<file path="config.mk">
export PLATFORM = sky130hd
export DESIGN_NAME = fetch_sequencer
export DESIGN_NICKNAME = d
export VERILOG_FILES = /design/src/rtl/cpu10_pkg.sv /design/src/rtl/sat_counter.sv /design/src/rtl/fetch_sequencer.sv
export SDC_FILE = /design/constraint.sdc
export NUM_CORES = 1
export LEC_CHECK = 0
export ABC_AREA = 1
export BUFFER_PORTS_ARGS = -buffer_cell sky130_fd_sc_hd__buf_2
export CAP_MARGIN = 10
export CORE_ASPECT_RATIO = 0.7
export CORE_MARGIN = 1
export CORE_UTILIZATION = 56
export CTS_BUF_LIST = sky130_fd_sc_hd__clkbuf_2 sky130_fd_sc_hd__clkbuf_4 sky130_fd_sc_hd__clkbuf_8
export DETAILED_ROUTE_END_ITERATION = 8
export PLACE_DENSITY = 0.87
export SYNTH_ARGS = -nofsm -noshare
export SYNTH_HDL_FRONTEND = slang
export SYNTH_SLANG_ARGS = --single-unit
</file>
<file path="constraint.sdc">
create_clock -name clk -period 3.4 [get_ports clk]
set_clock_uncertainty 0.15 [all_clocks]
set_input_delay 0.34 -clock clk [delete_from_list [all_inputs] [get_ports clk]]
set_output_delay 0.34 -clock clk [all_outputs]
set_load 0.01 [all_outputs]
</file>
<file path="src/rtl/cpu10_pkg.sv">
// cpu10_pkg: definitions shared by the 10-bit CPU control blocks.
// Holds the fetch FSM state encodings, the default address and instruction
// widths, the halt encoding and the opcode field layout.
package cpu10_pkg;

  localparam int ADDR_WIDTH_DEF  = 10;
  localparam int INSTR_WIDTH_DEF = 10;

  typedef enum logic [2:0] {
    ST_IDLE   = 3'd0,
    ST_FETCH  = 3'd1,
    ST_EXEC   = 3'd2,
    ST_PAUSED = 3'd3,
    ST_HALTED = 3'd4
  } state_t;

  // The opcode sits in the top four bits of every instruction word.
  localparam int OPCODE_MSB = 9;
  localparam int OPCODE_LSB = 6;

  localparam logic [3:0] OPC_SUB  = 4'h0;
  localparam logic [3:0] OPC_SYS  = 4'h2;
  localparam logic [3:0] OPC_LOAD = 4'hD;

  localparam logic [INSTR_WIDTH_DEF-1:0] HALT_WORD_DEF = 10'b0010000010;

  function automatic logic [3:0] opcode_of(input logic [INSTR_WIDTH_DEF-1:0] word);
    return word[OPCODE_MSB:OPCODE_LSB];
  endfunction

endpackage

</file>
<file path="src/rtl/sat_counter.sv">
// sat_counter: up-counter that sticks at all-ones instead of wrapping.
// Ports:
//   clk    - clock
//   reset  - asynchronous, active-high; clears the count
//   clear  - synchronous clear
//   inc    - add one this cycle (ignored once saturated)
//   count  - current value
module sat_counter #(
  parameter int WIDTH = 16
) (
  input  logic             clk,
  input  logic             reset,
  input  logic             clear,
  input  logic             inc,
  output logic [WIDTH-1:0] count
);

  localparam logic [WIDTH-1:0] ONE = WIDTH'(1);

  always_ff @(posedge clk or posedge reset) begin
    if (reset) begin
      count <= '0;
    end else if (clear) begin
      count <= '0;
    end else if (inc && (count != '1)) begin
      count <= count + ONE;
    end
  end

endmodule

</file>
<file path="src/rtl/fetch_sequencer.sv">
// fetch_sequencer: fetch/run controller for the 10-bit CPU.
// Owns the PC, addresses the instruction ROM, issues each fetched word to the
// datapath with an instr_valid/exec_done handshake, applies redirects, and
// provides run / step / stop / breakpoint control plus a retired counter.
// Ports:
//   clk, reset                  - clock, async active-high reset
//   start, step, stop           - run control requests
//   bp_enable, bp_address       - single-address breakpoint
//   rom_address, rom_read_data  - combinational instruction ROM port
//   instr, instr_valid          - issued word to the datapath
//   exec_done                   - datapath has finished instr
//   redirect_valid, redirect_pc - branch/jump target, taken with exec_done
//   pc, state                   - program counter, FSM encoding
//   halted, bp_hit              - sticky halt flag, paused-on-breakpoint flag
//   retired_count               - saturating count of completed instructions
//
// state   | meaning
// IDLE    | out of reset, waiting for start or step
// FETCH   | one cycle: check ROM word for halt / breakpoint, latch instr
// EXEC    | instr_valid high, waiting for exec_done
// PAUSED  | stopped after step, stop or breakpoint; PC kept
// HALTED  | halt word fetched; only reset leaves
module fetch_sequencer
  import cpu10_pkg::*;
#(
  parameter int                       ADDR_WIDTH  = ADDR_WIDTH_DEF,
  parameter int                       INSTR_WIDTH = INSTR_WIDTH_DEF,
  parameter logic [ADDR_WIDTH-1:0]    RESET_PC    = '0,
  parameter logic [INSTR_WIDTH-1:0]   HALT_WORD   = HALT_WORD_DEF,
  parameter int                       COUNT_WIDTH = 16
) (
  input  logic                   clk,
  input  logic                   reset,
  input  logic                   start,
  input  logic                   step,
  input  logic                   stop,
  input  logic                   bp_enable,
  input  logic [ADDR_WIDTH-1:0]  bp_address,
  output logic [ADDR_WIDTH-1:0]  rom_address,
  input  logic [INSTR_WIDTH-1:0] rom_read_data,
  output logic [INSTR_WIDTH-1:0] instr,
  output logic                   instr_valid,
  input  logic                   exec_done,
  input  logic                   redirect_valid,
  input  logic [ADDR_WIDTH-1:0]  redirect_pc,
  output logic [ADDR_WIDTH-1:0]  pc,
  output logic [2:0]             state,
  output logic                   halted,
  output logic                   bp_hit,
  output logic [COUNT_WIDTH-1:0] retired_count
);

  localparam logic [ADDR_WIDTH-1:0] PC_ONE = ADDR_WIDTH'(1);

  state_t st;
  logic   step_mode;
  logic   stop_pending;
  // Set when a breakpoint pause happens so the resume executes the
  // breakpoint instruction instead of pausing on it again.
  logic   bp_skip;

  assign rom_address = pc;
  assign instr_valid = (st == ST_EXEC);
  assign state       = st;

  always_ff @(posedge clk or posedge reset) begin
    if (reset) begin
      st           <= ST_IDLE;
      pc           <= RESET_PC;
      instr        <= '0;
      halted       <= 1'b0;
      bp_hit       <= 1'b0;
      step_mode    <= 1'b0;
      stop_pending <= 1'b0;
      bp_skip      <= 1'b0;
    end else begin
      case (st)
        ST_IDLE: begin
          if (start) begin
            st        <= ST_FETCH;
            step_mode <= 1'b0;
          end else if (step) begin
            st        <= ST_FETCH;
            step_mode <= 1'b1;
          end
        end

        ST_FETCH: begin
          if (stop) begin
            stop_pending <= 1'b1;
          end
          if (rom_read_data == HALT_WORD) begin
            st     <= ST_HALTED;
            halted <= 1'b1;
          end else if (bp_enable && (pc == bp_address) && !bp_skip) begin
            st           <= ST_PAUSED;
            bp_hit       <= 1'b1;
            bp_skip      <= 1'b1;
            stop_pending <= 1'b0;
          end else begin
            instr   <= rom_read_data;
            bp_skip <= 1'b0;
            st      <= ST_EXEC;
          end
        end

        ST_EXEC: begin
          if (exec_done) begin
            pc <= redirect_valid ? redirect_pc : (pc + PC_ONE);
            // A stop arriving together with exec_done still pauses here.
            if (step_mode || stop_pending || stop) begin
              st           <= ST_PAUSED;
              stop_pending <= 1'b0;
            end else begin
              st <= ST_FETCH;
            end
          end else if (stop) begin
            stop_pending <= 1'b1;
          end
        end

        ST_PAUSED: begin
          if (start) begin
            st        <= ST_FETCH;
            step_mode <= 1'b0;
            bp_hit    <= 1'b0;
          end else if (step) begin
            st        <= ST_FETCH;
            step_mode <= 1'b1;
            bp_hit    <= 1'b0;
          end
        end

        ST_HALTED: begin
          st <= ST_HALTED;
        end

        default: begin
          st <= ST_IDLE;
        end
      endcase
    end
  end

  sat_counter #(
    .WIDTH(COUNT_WIDTH)
  ) u_retired (
    .clk  (clk),
    .reset(reset),
    .clear(1'b0),
    .inc  ((st == ST_EXEC) && exec_done),
    .count(retired_count)
  );

endmodule

</file>
# After elaboration in Yosys (flattened, before gate mapping)
# Index checks and enable logic that the tools add are counted.
# Widths: inputs -> output; s select.
# word_totals
reg_bits	44
inputBits	38
# classes
n_reduce_logical	20
n_mux	22
addsub	2
bitwise_logic	2
n_eq_ne	13
# op_table
cell	n
$add 16x1->16 const B	1
$ne 16x16->1 const B	1
$mux 1	13
$mux 3	4
$pmux 3 s4	1
$reduce_and 2->1	6
$add 10x1->10 const B	1
$eq 10x10->1	1
$eq 10x8->1 const B	1
$mux 10	1
$eq 3x2->1 const B	2
$reduce_bool 2->1	3
$logic_and 1x1->1	4
$ne 2x2->1 const B	2
$pmux 1 s2	2
$reduce_and 4->1	1
$eq 3x1->1 const B	1
$eq 3x3->1 const B	1
$logic_not 3->1	1
$ne 3x1->1 const B	1
$ne 3x2->1 const B	1
$ne 3x3->1 const B	1
$reduce_and 3->1	1
$logic_or 1x1->1	2
5 further kinds	6

# Logic depth before layout (Yosys ltp)
# depth
depth_word	6
mapped_depth	11

# Cells and area by module
# Synthesis repeated with hierarchy kept, for this count alone.
# unflattened
cells_unflattened	431
hier_area_um2	2949.1
# by_module_without_submodules
mod	instances	cells_each	area_per_inst_um2	seq_area_each_um2
fetch_sequencer	1	272	1865.5	700.7
sat_counter	1	159	1083.5	400.4

# Least setup slack after synthesis
# Ideal clock, no wire load.
# synth_path
kind	register to register
from	reg u_retired.count[0]
to	reg u_retired.count[4]
stages_incl_launch_ff	9
path_buffers	1
period_less_slack_ns	1.748
required_time_ns	3.122
slack_ns	1.652
arrival_time_ns	1.471
setup_time_ns	0.128
cell_sequence	dfrtp_1 ha_1 nand3_1 nor3_4 nand3_1 nand2_2 buf_6 nor2_1 xor2_1
# synth_via
elab_chain_cells	2
# synth_rtl
item	line	source
from (decl)	sat_counter.sv:15	output logic [WIDTH-1:0] count
from (signal assigned)	sat_counter.sv:26	count <= count + ONE;
branches (longest 2 deep; another with $add 16x1->16)	n/a	
# Parallel ways; which one is timed is not known.
# A chain may end at the register's enable or synchronous reset.

# Worst setup path in the final report
# layout_path
from	reg st[2] (netlist: state[2])
to	reg u_retired.count[9]
# layout_via
elab_chain_cells	3
# layout_rtl
item	line	source
from (decl)	fetch_sequencer.sv:55	state_t st;
from (signal assigned)	fetch_sequencer.sv:68	st <= ST_IDLE;
from (signal assigned)	fetch_sequencer.sv:80	st <= ST_FETCH;
from (signal assigned)	fetch_sequencer.sv:83	st <= ST_FETCH;
$eq 3x2->1	fetch_sequencer.sv:151	.inc ((st == ST_EXEC) && exec_done),
$logic_and 1x1->1	fetch_sequencer.sv:151	
$logic_and 1x1->1	sat_counter.sv:25	end else if (inc && (count != '1)) begin
# Every way passes these cells.

==> impl_metrics.json <==
{
  "outcome": "finished, final reports clean",
  "grt_pass1_vias": 2272,
  "final_core_util_pct": 71.9,
  "syn-num-nets": 426,
  "die_area_um2": 5120,
  "cts-hold-fix-buffers": 0,
  "post-route-period-util_pct": 63.1,
  "clkTransAtPathRegs_ns": 0.09,
  "use_met3_pct": 6.35,
  "diodes": 0,
  "ys_seq_elements": 44,
  "rsz0062_at_grt": "false",
  "io_pins": 90,
  "arrival_ns": 2.18,
  "cts.sinks": 44,
  "dr.pass1.iters": 5,
  "hpwl_mm": 5.02,
  "crit_path_max_fanout": 18,
  "async_reset_ff_share_pct": 100,
  "grt_antenna_before_repair": 0,
  "dpl-instance-area_um2": 3110,
  "ys_seq_area_share_pct": 40.7,
  "core-area_um2": 4480,
  "slew-limit-headroom_pct": 63.4,
  "start_util_pct": 60.4,
  "cts_buffers": 5,
  "hold_violations": 0,
  "use_met2_pct": 40.9,
  "p_leak_nw": 1.85,
  "start_kind": "flop",
  "synth-edff-count": 0,
  "drt-initial-drc-count": 258,
  "post-route-min-period_ns": 2.14,
  "yosys.area.top_type": "dfrtp_1",
  "most-common-layout-cells": "nand2_1 (122), buf_2 (89), inv_1 (56)",
  "ctsLongestPathBuffers": 2,
  "io_buffers": 89,
  "critPathKind": "flop to flop",
  "finalWirelength_mm": 6.52,
  "p_per_area_nw_per_um2": 773,
  "cts_max_level": 2,
  "via_per_inst": 5.24,
  "grt_overflow": 0,
  "area_growth_pct": 19.0,
  "ir_worst_vdd_v": 0.000371,
  "fmax_ghz": 0.466,
  "vias": 2743,
  "grt_max_degree": 45,
  "cp_cell_sequence": "inv_1, nand3_2, nor2_4, nand2_2, inv_2, nand2_1, nand2_1, nand2_1",
  "place.gp.congestion": 0.898,
  "die_w_um": 85.1,
  "clk_latency_ns": 0.29,
  "crit_top_cell": "nand2_1",
  "busiest_layer": "met2",
  "p_total_mw": 2.49,
  "synth_ff_type": "dfrtp_1",
  "worst_pin_slew_ns": 0.549,
  "seqPwrFrac_pct": 37.4,
  "layout_commonest_cell": "nand2_1",
  "route.detailed.drc": 0,
  "yosys-top-cells-area": "dfrtp_1 (41%), nand2_1 (17%), inv_1 (7.9%), nor2_1 (5.7%), o21ai_0 (5.0%)",
  "slew_violations": 0,
  "p_int_mw": 1.38,
  "yosys.cell_types.count": 29,
  "root_buffer": "clkbuf_8",
  "drtAntennaViolNets": 0,
  "grt_pass1_wl_mm": 10.4,
  "maxCapViolations": 0,
  "cp_data_required_time_ns": 3.44,
  "cts_setup_buffers": 0,
  "finalSetupTns_ns": 0,
  "rows": 20,
  "finalSetupViolCount": 0,
  "layout-drive-gt1-share_pct": 23.7,
  "hold_path.class": "input port to async pin",
  "use_met1_pct": 39.1,
  "design_area_um2": 3220,
  "tritoncts": "done",
  "wl_per_cell_um": 12.5,
  "die_y_um": 60.2,
  "hold-worst-slack_ns": 0.0174,
  "cpPeakStageDelay_ns": 0.44,
  "nets": 507,
  "grtUsageTotal_pct": 26.6,
  "syn_area_per_cell_um2": 7.01,
  "power_frac_clock_pct": 16.2,
  "combPwrFrac_pct": 46.4,
  "cp-end-kind": "flop",
  "switchingPower_mw": 1.11,
  "cts-resized-gates": 0,
  "postSynthCellCount": 386,
  "slowest_stage": "dfrtp_1",
  "synth_top_area_share_pct": 40.7,
  "swShare_pct": 44.6,
  "syn_area_um2": 2710,
  "yosys_warnings": 0
}
[critical path, delay by kind of cell (launching register included)]
kind | cells | cell delay, ns
buffers and inverters | 2 | 0.42
and+or+nand+nor | 6 | 1.01
DFF | 1 | 0.44
[cell usage after synthesis, types with 3 or more instances]
master and count:
nand2_1 122, inv_1 57, dfrtp_1 44, nor2_1 41, o21ai_0 27, nand3_1 20, a21oi_1 11, buf_4 11
xor2_1 9, nand4_1 8, nor3_1 7, o21ai_2 4, buf_2 3, or2_2 3
[area by class of cell]
cell class / count / area (µm²)
Sequential cell: 44 / 1100
Inverter: 58 / 218
Tap cell: 55 / 68.8
Timing Repair Buffer: 90 / 453
Clock inverter: 2 / 35.0
Clock buffer: 6 / 76.3
Multi-Input combinational cell: 268 / 1270
Fill cell: 372 / 1260
[metal layers]
layer  wire length (µm)  up-vias
met5                  0        -
met4                 31        0
met3                671        4
met2               2780      136
met1               3040     1243
li1                   -     1360
[worst paths after layout]
path                                            from                        endpoint  slack, ns  cells after the start
worst min register to register    halted$_DFFE_PP0P_              halted$_DFFE_PP0P_       0.34                      2
worst min-delay path                           reset            instr[8]$_DFFE_PP0P_       0.02                      3
worst max register to register  state[2]$_DFFE_PP0P_  u_retired.count[9]$_DFFE_PP0P_       1.26                      8
worst max-delay path            state[2]$_DFFE_PP0P_  u_retired.count[9]$_DFFE_PP0P_       1.26                      8
max in group asynchronous                      reset            state[1]$_DFFE_PP0P_       2.71                      3
min in group clk                               start           step_mode$_DFFE_PP0P_       0.07                      2
[sequential cells by signal, summed over array words and instances, names as in the netlist]
| name | cells |
|---|---|
| bp_skip | 1 |
| halted | 1 |
| u_retired.count | 16 |
| step_mode | 1 |
| bp_hit | 1 |
| pc | 10 |
| instr | 10 |
| stop_pending | 1 |
| state | 3 |
[through the flow]
stage                     instances  worst slack, ns
after floorplan                 386             1.65
after global placement          515             1.46
after detailed placement        515             1.33
after CTS                       523             1.32
after global routing            523             1.13
final                           523             1.26
[kinds of logic after synthesis]
group                    synth area share, %
AND/OR/NAND/NOR                         32.7
buffers and inverters                   12.5
AO/OA/AOI/OAI                           9.62
XOR/XNOR                                3.56
flip-flops                              40.7
adder cells (fa/ha/maj)                0.924
[power groups by stage]
| stage | clock network (mW) | logic (mW) | registers (mW) |
|---|---|---|---|
| after floorplan | 0 | 0.749 | 0.988 |
| after global placement | 0 | 1.10 | 0.926 |
| after detailed placement | 0 | 1.14 | 0.932 |
| after CTS | 0.409 | 1.15 | 0.927 |
| after global routing | 0.434 | 1.29 | 0.962 |
| final | 0.403 | 1.15 | 0.931 |
Power figures use the tool's default switching activity.
